`config.mk`:
```
export PLATFORM = sky130hd
export DESIGN_NAME = hazard_pipe_ctrl_flat
export DESIGN_NICKNAME = d
export VERILOG_FILES = /design/src/rtl/hazard_pipe_ctrl_if.sv /design/src/rtl/hazard_pipe_ctrl.sv /design/src/flat_wrapper.sv
export SDC_FILE = /design/constraint.sdc
export NUM_CORES = 1
export LEC_CHECK = 0
export CAP_MARGIN = 20
export CORE_ASPECT_RATIO = 1.25
export CORE_UTILIZATION = 42
export DETAILED_ROUTE_END_ITERATION = 16
export GPL_ROUTABILITY_DRIVEN = 1
export PLACE_DENSITY = 0.86
export SLEW_MARGIN = 20
export SYNTH_ARGS = -nofsm -noshare
export SYNTH_HDL_FRONTEND = slang
export SYNTH_SLANG_ARGS = --single-unit
```
`constraint.sdc`:
```
create_clock -name clk -period 2 [get_ports clk]
set_input_delay 0.2 -clock clk [delete_from_list [all_inputs] [get_ports clk]]
set_output_delay 0.2 -clock clk [all_outputs]
set_load 0.1 [all_outputs]
```
`src/rtl/hazard_pipe_ctrl_if.sv`:
```
// Bypass/hazard bundle between the 5-stage core and hazard_pipe_ctrl.
// stall_cycles exists only when HAZ_STALL_CNT_EN is defined.
interface hazard_pipe_ctrl_if #(
  parameter int REG_AW = 5,
  parameter int CNT_W  = 32
);
  logic [REG_AW-1:0] if_id_rs1;
  logic [REG_AW-1:0] if_id_rs2;
  logic [REG_AW-1:0] id_rd;
  logic              id_regwrite;
  logic              id_memread;
  logic              id_memwrite;
  logic              branch_taken;
  logic              mem_ready;

  logic              pc_write;
  logic              if_id_write;
  logic              if_id_flush;
  logic              mem_req;
  logic [REG_AW-1:0] id_ex_rd;
  logic              id_ex_memread;
  logic [REG_AW-1:0] ex_mem_rd;
  logic              ex_mem_regwrite;
  logic [REG_AW-1:0] mem_wb_rd;
  logic              mem_wb_regwrite;
`ifdef HAZ_STALL_CNT_EN
  logic [CNT_W-1:0]  stall_cycles;
`endif

  modport master (
    input  if_id_rs1, if_id_rs2, id_rd, id_regwrite, id_memread, id_memwrite,
           branch_taken, mem_ready,
    output pc_write, if_id_write, if_id_flush, mem_req, id_ex_rd, id_ex_memread,
           ex_mem_rd, ex_mem_regwrite, mem_wb_rd, mem_wb_regwrite
`ifdef HAZ_STALL_CNT_EN
    , output stall_cycles
`endif
  );

  modport slave (
    output if_id_rs1, if_id_rs2, id_rd, id_regwrite, id_memread, id_memwrite,
           branch_taken, mem_ready,
    input  pc_write, if_id_write, if_id_flush, mem_req, id_ex_rd, id_ex_memread,
           ex_mem_rd, ex_mem_regwrite, mem_wb_rd, mem_wb_regwrite
`ifdef HAZ_STALL_CNT_EN
    , input stall_cycles
`endif
  );
endinterface

```
`src/rtl/hazard_pipe_ctrl.sv`:
```
// Hazard/bypass pipeline controller: carries rd metadata ID->EX->MEM->WB, load-use stall,
// branch flush and data-memory freeze. Optional stall counter under HAZ_STALL_CNT_EN.
//
// state   | meaning
// ST_RUN  | pipe advances; load-use stalls and branch flushes resolved combinationally
// ST_WAIT | data-memory access outstanding, every stage register held
module hazard_pipe_ctrl #(
  parameter int REG_AW = 5,
  parameter int CNT_W  = 32
) (
  input logic              clk,
  input logic              rst,
  hazard_pipe_ctrl_if.master bus
);

  typedef enum logic {ST_RUN, ST_WAIT} state_t;

  typedef struct packed {
    logic [REG_AW-1:0] rd;
    logic              regwrite;
    logic              memread;
    logic              memwrite;
  } stage_t;

  state_t state, state_nxt;
  stage_t id_stage, id_ex, ex_mem, mem_wb;

  logic memop, freeze, load_use;
  logic advance, bubble;
  logic pc_write, if_id_write, if_id_flush;

  assign id_stage = '{rd: bus.id_rd, regwrite: bus.id_regwrite,
                      memread: bus.id_memread, memwrite: bus.id_memwrite};

  always_comb begin
    memop       = ex_mem.memread | ex_mem.memwrite;
    freeze      = memop & ~bus.mem_ready;
    load_use    = id_ex.memread & (id_ex.rd != '0) &
                  ((id_ex.rd == bus.if_id_rs1) | (id_ex.rd == bus.if_id_rs2));
    state_nxt   = state;
    pc_write    = 1'b1;
    if_id_write = 1'b1;
    if_id_flush = 1'b0;
    advance     = 1'b1;
    bubble      = 1'b0;

    case (state)
      ST_RUN:  if (freeze) state_nxt = ST_WAIT;
      ST_WAIT: if (bus.mem_ready) state_nxt = ST_RUN;
      default: state_nxt = ST_RUN;
    endcase

    // A held EX stage means a pending branch is simply seen again after release.
    if (freeze) begin
      pc_write    = 1'b0;
      if_id_write = 1'b0;
      advance     = 1'b0;
    end else if (bus.branch_taken) begin
      if_id_flush = 1'b1;
      bubble      = 1'b1;
    end else if (load_use) begin
      pc_write    = 1'b0;
      if_id_write = 1'b0;
      bubble      = 1'b1;
    end
  end

  always_ff @(posedge clk) begin
    if (rst) begin
      state  <= ST_RUN;
      id_ex  <= '0;
      ex_mem <= '0;
      mem_wb <= '0;
    end else begin
      state <= state_nxt;
      if (advance) begin
        id_ex  <= bubble ? '0 : id_stage;
        ex_mem <= id_ex;
        mem_wb <= ex_mem;
      end
    end
  end

  assign bus.pc_write        = pc_write;
  assign bus.if_id_write     = if_id_write;
  assign bus.if_id_flush     = if_id_flush;
  assign bus.mem_req         = memop;
  assign bus.id_ex_rd        = id_ex.rd;
  assign bus.id_ex_memread   = id_ex.memread;
  assign bus.ex_mem_rd       = ex_mem.rd;
  assign bus.ex_mem_regwrite = ex_mem.regwrite;
  assign bus.mem_wb_rd       = mem_wb.rd;
  assign bus.mem_wb_regwrite = mem_wb.regwrite;

`ifdef HAZ_STALL_CNT_EN
  logic [CNT_W-1:0] stall_cnt;

  // Saturating: a wrapped count would read as a nearly idle pipe.
  always_ff @(posedge clk) begin
    if (rst) begin
      stall_cnt <= '0;
    end else if ((freeze | (load_use & ~bus.branch_taken)) && (stall_cnt != '1)) begin
      stall_cnt <= stall_cnt + CNT_W'(1);
    end
  end

  assign bus.stall_cycles = stall_cnt;
`endif

endmodule

```
`src/flat_wrapper.sv`:
```
// flat-port wrapper written by rule: the top's interface ports become plain ports
module hazard_pipe_ctrl_flat 
#(
  parameter int REG_AW = 5,
  parameter int CNT_W  = 32
)
  (clk, rst, bus_if_id_rs1, bus_if_id_rs2, bus_id_rd, bus_id_regwrite, bus_id_memread, bus_id_memwrite, bus_branch_taken, bus_mem_ready, bus_pc_write, bus_if_id_write, bus_if_id_flush, bus_mem_req, bus_id_ex_rd, bus_id_ex_memread, bus_ex_mem_rd, bus_ex_mem_regwrite, bus_mem_wb_rd, bus_mem_wb_regwrite);
  hazard_pipe_ctrl_if #(.REG_AW(REG_AW), .CNT_W(CNT_W)) bus_i ();
  input logic clk;
  input logic rst;
  input wire logic [$bits(bus_i.if_id_rs1)-1:0] bus_if_id_rs1;
  input wire logic [$bits(bus_i.if_id_rs2)-1:0] bus_if_id_rs2;
  input wire logic [$bits(bus_i.id_rd)-1:0] bus_id_rd;
  input wire logic [$bits(bus_i.id_regwrite)-1:0] bus_id_regwrite;
  input wire logic [$bits(bus_i.id_memread)-1:0] bus_id_memread;
  input wire logic [$bits(bus_i.id_memwrite)-1:0] bus_id_memwrite;
  input wire logic [$bits(bus_i.branch_taken)-1:0] bus_branch_taken;
  input wire logic [$bits(bus_i.mem_ready)-1:0] bus_mem_ready;
  output wire logic [$bits(bus_i.pc_write)-1:0] bus_pc_write;
  output wire logic [$bits(bus_i.if_id_write)-1:0] bus_if_id_write;
  output wire logic [$bits(bus_i.if_id_flush)-1:0] bus_if_id_flush;
  output wire logic [$bits(bus_i.mem_req)-1:0] bus_mem_req;
  output wire logic [$bits(bus_i.id_ex_rd)-1:0] bus_id_ex_rd;
  output wire logic [$bits(bus_i.id_ex_memread)-1:0] bus_id_ex_memread;
  output wire logic [$bits(bus_i.ex_mem_rd)-1:0] bus_ex_mem_rd;
  output wire logic [$bits(bus_i.ex_mem_regwrite)-1:0] bus_ex_mem_regwrite;
  output wire logic [$bits(bus_i.mem_wb_rd)-1:0] bus_mem_wb_rd;
  output wire logic [$bits(bus_i.mem_wb_regwrite)-1:0] bus_mem_wb_regwrite;
  assign bus_i.if_id_rs1 = bus_if_id_rs1;
  assign bus_i.if_id_rs2 = bus_if_id_rs2;
  assign bus_i.id_rd = bus_id_rd;
  assign bus_i.id_regwrite = bus_id_regwrite;
  assign bus_i.id_memread = bus_id_memread;
  assign bus_i.id_memwrite = bus_id_memwrite;
  assign bus_i.branch_taken = bus_branch_taken;
  assign bus_i.mem_ready = bus_mem_ready;
  assign bus_pc_write = bus_i.pc_write;
  assign bus_if_id_write = bus_i.if_id_write;
  assign bus_if_id_flush = bus_i.if_id_flush;
  assign bus_mem_req = bus_i.mem_req;
  assign bus_id_ex_rd = bus_i.id_ex_rd;
  assign bus_id_ex_memread = bus_i.id_ex_memread;
  assign bus_ex_mem_rd = bus_i.ex_mem_rd;
  assign bus_ex_mem_regwrite = bus_i.ex_mem_regwrite;
  assign bus_mem_wb_rd = bus_i.mem_wb_rd;
  assign bus_mem_wb_regwrite = bus_i.mem_wb_regwrite;
  hazard_pipe_ctrl #(.REG_AW(REG_AW), .CNT_W(CNT_W)) u_core (.clk(clk), .rst(rst), .bus(bus_i));
endmodule
```
# == Word level (Yosys, flattened, before mapping) ==
# Cells that the tools add are included.
# word_totals
ff_bits,22
in_bits,22
output_inout_bits,22
wordCells,28
# op_classes
eq_ne,2
mux,9
bitwise,6
n_reduce_logical,1
# ops
operator,count
$eq A5 B5 Y1,2
$mux W1,8
$mux W8,1
$reduce_bool A5 Y1,1
$and A1 B1 Y1,3
$or A1 B1 Y1,2
$not A1 Y1,1

# == Longest topological paths before layout ==
# Gate-level depths: netlist of run 1.
# depth
ltp_word,7
ltp_mapped,6
mapped_depth_nobuf,4

# == Worst setup path after synthesis of run 1 ==
# No wires, ideal clock.
# synth_timing
path_type,reg2out
startpoint,register u_core.id_ex (netlist bit u_core.bus.id_ex_rd[4])
endpoint,output port bus_pc_write
t_arrival_ns,2.511
required_ns,1.800
path_slack_ns,-0.711
path_stages_with_launch,6
n_path_buf,1
path_cell_list,dfxtp_1 > or4_4 > o21ai_4 > nor2_1 > a21oi_2 > buf_4
# synth_between
elab_chain_cells,6
elab_cells_between_ends,9
cone_classes,2 x eq/ne; 3 x mux; 3 x bitwise; 1 x reduce/logical
# synth_lines
item,line,text
"start, declared",hazard_pipe_ctrl.sv:26,"stage_t id_stage, id_ex, ex_mem, mem_wb;"
"start signal, assigned",hazard_pipe_ctrl.sv:77,id_ex <= bubble ? '0 : id_stage;
$eq A5 B5 Y1 or $reduce_bool A5 Y1 (tied branches),"hazard_pipe_ctrl.sv:39, hazard_pipe_ctrl.sv:38",
$or A1 B1 Y1 or $and A1 B1 Y1 (tied branches),"hazard_pipe_ctrl.sv:39, hazard_pipe_ctrl.sv:38",
$and A1 B1 Y1 *,hazard_pipe_ctrl.sv:38,load_use = id_ex.memread & (id_ex.rd != '0) &
$mux W1 * (3 in series),--,
"end, declared",flat_wrapper.sv:19,output wire logic [$bits(bus_i.pc_write)-1:0] bus_pc_write;
# Every way passes the cells marked *; elsewhere a longest branch is shown, timed or not.

# == Worst setup path after layout of run 1 ==
# layout_timing
startpoint,register u_core.id_ex (netlist bit u_core.bus.id_ex_rd[4])
endpoint,output port bus_if_id_write
# layout_between
elab_chain_cells,6
elab_cells_between_ends,9
cone_classes,2 x eq/ne; 3 x mux; 3 x bitwise; 1 x reduce/logical
# layout_lines
item,line,text
$eq A5 B5 Y1 or $reduce_bool A5 Y1 (tied branches),"hazard_pipe_ctrl.sv:39, hazard_pipe_ctrl.sv:38",
$or A1 B1 Y1 or $and A1 B1 Y1 (tied branches),"hazard_pipe_ctrl.sv:39, hazard_pipe_ctrl.sv:38",
$and A1 B1 Y1 *,hazard_pipe_ctrl.sv:38,
$mux W1 *,hazard_pipe_ctrl.sv:61,end else if (load_use) begin
$mux W1 *,hazard_pipe_ctrl.sv:58,end else if (bus.branch_taken) begin
$mux W1 *,hazard_pipe_ctrl.sv:54,if (freeze) begin
"end, declared",flat_wrapper.sv:20,output wire logic [$bits(bus_i.if_id_write)-1:0] bus_if_id_write;
# Marks and branches as above.

==> results of run 1 <==
-- worst reg2reg max path, stage by stage, from the launching register on --
cell and delay, ns:
dfxtp_4 0.36, or4_4 0.54, o21ai_4 0.15, buf_4 0.12, buf_4 0.14, a32oi_1 0.12, o21ai_2 0.09
-- worst max path at each step --
stage | slack, ns | endpoint | cells past startpoint | startpoint
global placement | 0.28 | bus_pc_write | 5 | u_core.bus.id_ex_rd[4]
finish | -0.02 | bus_if_id_write | 5 | u_core.bus.id_ex_rd[4]
floorplan | -0.26 | bus_pc_write | 5 | u_core.bus.id_ex_rd[4]
global route | -0.08 | bus_if_id_write | 5 | u_core.bus.id_ex_rd[4]
detailed placement | 0.27 | bus_if_id_write | 5 | u_core.bus.id_ex_rd[4]
CTS | -0.05 | bus_if_id_write | 5 | u_core.bus.id_ex_rd[4]
-- flip-flops by register name, summed over array words and instances, names as in the netlist --
signal and count:
u_core.bus.id_ex_memread 1, u_core.bus.id_ex_rd 5, u_core.bus.ex_mem_regwrite 1, u_core.bus.ex_mem_rd 5, u_core.bus.mem_wb_rd 5, u_core.ex_mem 2, u_core.bus.mem_wb_regwrite 1, u_core.id_ex 2
-- report_power, final --
part / internal, W / leakage (nW) / switching (W) / total [W]
Sequential: 0.000471 / 0.182 / 0.0000305 / 0.000502
Clock: 0.000111 / 0.0210 / 0.000130 / 0.000241
Combinational: 0.000174 / 0.412 / 0.000364 / 0.000538
Total: 0.000756 / 0.615 / 0.000525 / 0.00128
-- what timing repair did --
item | in CTS | in global routing
setup buffers | 3 | 0
resized for setup | 2 | 0
endpoints found under the setup margin | 2 | 2
pin swaps | 2 | 1
-- cell usage after synthesis, drive strengths merged --
cell type,number,share of area (%)
clkbuf,4,1.5
nor2,4,1.6
o21ba,1,0.91
or4,1,1.0
or2,1,0.57
and2,1,0.57
o21ai,9,7.1
o21bai,1,0.68
nand2,34,12
a21oi,13,6.2
o22ai,1,1.1
nor3,1,1.5
mux2i,2,1.8
buf,14,8.7
nand3,2,0.91
dfxtp,22,40
xnor2,10,7.9
a32oi,8,6.3
-- per-stage QoR --
| stage | setup slack, ns | utilization, % | setup TNS (ns) | std cells | hold slack [ns] |
|---|---|---|---|---|---|
| 5_1_grt | -0.0815 | 64.2 | -0.163 | 201 | 0.455 |
| 3_5_place_dp | 0.272 | 61.6 | 0 | 194 | 0.449 |
| 6_report | -0.0221 | 64.2 | -0.0441 | 201 | 0.463 |
| 2_1_floorplan | -0.256 | - | -0.256 | 129 | 0.333 |
| 4_1_cts | -0.0534 | 64.2 | -0.107 | 201 | 0.460 |
| 3_3_place_gp | 0.285 | 61.6 | 0 | 194 | 0.439 |
-- area by class of cell --
type | instances | area (sq um)
timing repair buffer | 53 | 488
clock buffer | 4 | 36.3
sequential | 22 | 448
multi-input combinational | 89 | 561
fill | 215 | 878
tap | 33 | 41.3
-- cell families after synthesis --
group	share of synthesized area, %
simple gates	17.7
xor+xnor	7.94
mux	1.81
compound gates	22.5
buf+inv	10.2
flops	39.9
-- routing by layer --
layer | global-route usage [%] | vias up
li1 | - | 510
met1 | 22.0 | 463
met2 | 35.5 | 31
met3 | 2.44 | 6
met4 | 12.7 | 0
met5 | 0 | -
==> flow_summary.json, run 1 <==
{
  "status": "finished, violations left",
  "violations": "negative setup slack",
  "clock_latency_ns": 0.30,
  "clk_pin_slew_ns": 0.12,
  "crit_arrival_ns": 1.82,
  "start_util_pct": 45.0,
  "leakage_nw": 0.615,
  "core_sq_mm": 0.00245,
  "htree_levels": 1,
  "critical_path_class": "reg2out",
  "place_congestion": 0.798,
  "worst-path-buf-inv": 1,
  "finalHoldViolCount": 0,
  "reg2reg_to": "u_core.id_ex[2]",
  "maxCapViolations": 0,
  "synth_warnings": 0,
  "ys_ff_latch": 22,
  "rows": 20,
  "max_slew.worst_pin.slew_ns": 0.556,
  "seq_area_frac_synth_pct": 39.9,
  "syn_to_final_growth_pct": 42.6,
  "slew_viol_final": 0,
  "hp-start": "u_core.bus.mem_wb_rd[4]",
  "n_antenna_cell": 0,
  "slowest_stage": "or4_4",
  "grt_pass1_vias": 933,
  "grtUsageTotal_pct": 20.4,
  "setup_slack_ns": -0.0221,
  "clockBufferDepth": 2,
  "path_cells": "or4_4 -> o21ai_4 -> nor2_2 -> a21oi_4 -> buf_12",
  "dp_hpwl_microns": 1950,
  "peakVddDrop_v": 0.000403,
  "synth_cells": 129,
  "routed_wl_microns": 2680,
  "max_freq_mhz": 495,
  "hold_buffers": 0,
  "drc_errors": 0,
  "drive_gt1_share_pct": 31.0,
  "crit_family": "simple AND/OR/NAND/NOR gates",
  "reg2reg_slack_ns": 0.42,
  "grt_pass1_wl_microns": 4100,
  "maxSlewHeadroom_pct": 62.8,
  "power_w": 0.00128,
  "cts_buffers": 3,
  "hold_depth": 2,
  "route.met2.wl_microns": 1500,
  "placed_area_sq_mm": 0.00151,
  "die_h_microns": 59.3,
  "first_iter_violations": 22,
  "setup_viol": 2,
  "ff2ff_path_depth": 6,
  "grt-ovfl-total": 0,
  "end_kind": "primary output",
  "io_pins": 44,
  "finalCriticalPeriod_ns": 2.02,
  "grt_max_degree": 17,
  "cp_max_fo": 2,
  "drt_first_pass_iters": 4,
  "layout_commonest_cell": "nand2_1",
  "ant_nets": 0,
  "met3_length_microns": 77,
  "synth.distinct_cells": 25,
  "clock_skew_ns": 0.00514,
  "vias_per_cell": 5.02,
  "power_density_mw_per_mm2": 814,
  "start_kind": "flip-flop",
  "wl_per_cell_microns": 13.3,
  "hold_path.class": "reg2reg",
  "finalCritPeriodShare_pct": 101,
  "final_cell_area_sq_mm": 0.00157,
  "portBuffers": 43,
  "cts_tree": "done",
  "hold_end": "u_core.bus.mem_wb_rd[4]",
  "synth_area_sq_mm": 0.00110,
  "timing.rr.start": "u_core.bus.id_ex_rd[4]",
  "dieArea_sq_mm": 0.00284,
  "wl_met1_microns": 1040,
  "rsz0062_at_grt": "yes",
  "critical_path_required_ns": 1.80,
  "fin_nets": 191,
  "dieWidth_microns": 47.8,
  "top_layer": "met4",
  "syn-num-nets": 151,
  "cts_sinks": 22,
  "antenna_found_initial": 0,
  "synth.avg_cell_area_sq_um": 8.55,
  "cpPeakStageDelay_ns": 0.54,
  "final_cell_mix": "34 x nand2_1, 29 x buf_4, 21 x clkdlybuf4s50_1, 20 x dfxtp_1, 12 x a21oi_1",
  "routed-via-count": 1010,
  "cts-root-buf": "clkbuf_4"
}
Note: power is estimated with default switching activity, not from simulation.
==> run 2, diff against run 1 <==
--- a/config.mk
+++ b/config.mk
@@ -16,2 +16,3 @@
 export SYNTH_HDL_FRONTEND = slang
 export SYNTH_SLANG_ARGS = --single-unit
+export TNS_END_PERCENT = 1
==> constraint.sdc (replaced) <==
create_clock -name clk -period 2 [get_ports clk]
set_input_delay 0.2 -clock clk [delete_from_list [all_inputs] [get_ports clk]]
set_output_delay 0.2 -clock clk [all_outputs]
set_load 0.01 [all_outputs]
==> run 2 against run 1 <==
Against the previous run:
- the flow now finishes without violations
- maximum frequency is 5.7% higher
- worst hold slack got worse by 0.0059 ns
- highest routed layer unchanged
- global-route usage is 0.061 points higher
- count of clock-buffer cells in the layout down 1
- worst setup slack gained 0.11 ns
- design area grew 1.4%
- critical path type unchanged
- critical path depth unchanged
- clock power rose by 40%
- power down 10%
- first-iteration DRC count up 45%
==> flow_summary.json, run 2 (synthesis gave the netlist of run 1 again) <==
{
  "status": "complete, no violations",
  "clockBufferDepth": 2,
  "cts_buffers": 3,
  "cts_tree": "done",
  "rows": 20,
  "grt_pass1_vias": 921,
  "slew_viol_final": 0,
  "critical_path_class": "reg2out",
  "end_kind": "primary output",
  "reg2reg_slack_ns": 0.56,
  "routed_wl_microns": 2690,
  "place_congestion": 0.779,
  "drive_gt1_share_pct": 18.2,
  "clk_pin_slew_ns": 0.13,
  "first_iter_violations": 32,
  "grt_max_degree": 17,
  "worstSetupEndpoint": "bus_if_id_write",
  "setup_viol": 0,
  "start_util_pct": 45.0,
  "peakVddDrop_v": 0.000378,
  "cts-root-buf": "clkbuf_4",
  "power_w": 0.00115,
  "fillCellCount": 222,
  "antenna_found_initial": 0,
  "syn_to_final_growth_pct": 44.6,
  "vias_per_cell": 5.24,
  "clock_latency_ns": 0.31,
  "power_density_mw_per_mm2": 720,
  "ant_nets": 0,
  "wl_per_cell_microns": 13.2,
  "n_antenna_cell": 0,
  "crit_arrival_ns": 1.71,
  "clock_skew_ns": 0.00592,
  "dieWidth_microns": 47.8,
  "hold_path.class": "reg2reg",
  "finalHoldViolCount": 0,
  "critical_path_required_ns": 1.80,
  "fin_nets": 193,
  "htree_levels": 1,
  "grt_pass1_wl_microns": 4120,
  "setup_slack_ns": 0.0877,
  "drc_errors": 0,
  "rsz0062_at_grt": "no",
  "io_pins": 44,
  "max_freq_mhz": 523,
  "grt-ovfl-total": 0,
  "die_h_microns": 59.3,
  "final_cell_mix": "41 x clkdlybuf4s50_1, 34 x nand2_1, 22 x dfxtp_1, 12 x a21oi_1, 12 x buf_4",
  "finalCriticalPeriod_ns": 1.91,
  "critPathLaunch": "u_core.bus.id_ex_rd[4]",
  "cp_max_fo": 2,
  "cts_sinks": 22,
  "setup_tns_ns": 0,
  "dp_hpwl_microns": 2080,
  "leakage_nw": 0.575,
  "ff2ff_path_depth": 5,
  "maxCapViolations": 0,
  "dieArea_sq_mm": 0.00284,
  "start_kind": "flip-flop",
  "finalCritPeriodShare_pct": 95.6,
  "maxSlewHeadroom_pct": 78.2,
  "post_cts_buffers": 0,
  "routed-via-count": 1063,
  "grtUsageTotal_pct": 20.4,
  "max_slew.worst_pin.slew_ns": 0.327,
  "timing.rr.start": "u_core.bus.id_ex_rd[4]",
  "drt_first_pass_iters": 4,
  "portBuffers": 43,
  "layout_commonest_cell": "clkdlybuf4s50_1",
  "dp_slack_ns": 0.0421,
  "core_sq_mm": 0.00245,
  "reg2reg_to": "u_core.bus.id_ex_rd[3]"
}
-- run 2: final cells by class --
type | instances | area (sq um) | area share, %
multi-input combinational | 89 | 551 | 34.5
sequential | 22 | 440 | 27.6
clock buffer | 3 | 22.5 | 1.41
clock inverter | 1 | 30.0 | 1.88
timing repair buffer | 55 | 510 | 32.0
tap | 33 | 41.3 | 2.59
-- run 2: critical path, stage by stage, from the launching register on --
cell and delay (ns):
dfxtp_1 0.33, or4_4 0.54, o21ai_4 0.14, nor2_1 0.07, a21oi_2 0.16, buf_2 0.15
-- run 2: metal layers --
metal | vias up | wire length [microns] | track usage [%]
li1 | 516 | - | -
met1 | 512 | 1090 | 23.4
met2 | 29 | 1480 | 35.5
met3 | 6 | 77 | 2.44
met4 | 0 | 50 | 10.3
met5 | - | 0 | 0
-- run 2: power by group --
group          switching, W  leakage (nW)  total, W  internal [W]
combinational      0.000139         0.366  0.000313      0.000174
sequential        0.0000254         0.180  0.000497      0.000471
clock              0.000136        0.0279  0.000338      0.000203
total              0.000301         0.575   0.00115      0.000847
-- run 2: timing repair --
item,CTS,global route
resized for setup,8,0
hold buffers,0,0
setup endpoints to repair,2,0
-- run 2: worst min path at each step --
stage,cells past startpoint,startpoint,end
floorplan,2,bus_id_rd[2],u_core.bus.id_ex_rd[2]
global placement,2,u_core.bus.mem_wb_regwrite,u_core.bus.mem_wb_regwrite
detailed placement,2,u_core.bus.mem_wb_rd[0],u_core.bus.mem_wb_rd[0]
CTS,3,bus_id_rd[2],u_core.bus.id_ex_rd[2]
global route,3,bus_id_rd[4],u_core.bus.id_ex_rd[4]
finish,2,u_core.bus.mem_wb_rd[0],u_core.bus.mem_wb_rd[0]
-- run 2: through the flow --
step	util, %	area [sq um]	hold WS (ns)	instances
6_report	65.1	1600	0.457	203
3_3_place_gp	63.3	1550	0.437	199
5_1_grt	65.1	1600	0.470	203
3_5_place_dp	63.3	1550	0.444	199
2_1_floorplan	-	1100	0.333	129
4_1_cts	65.1	1600	0.456	203
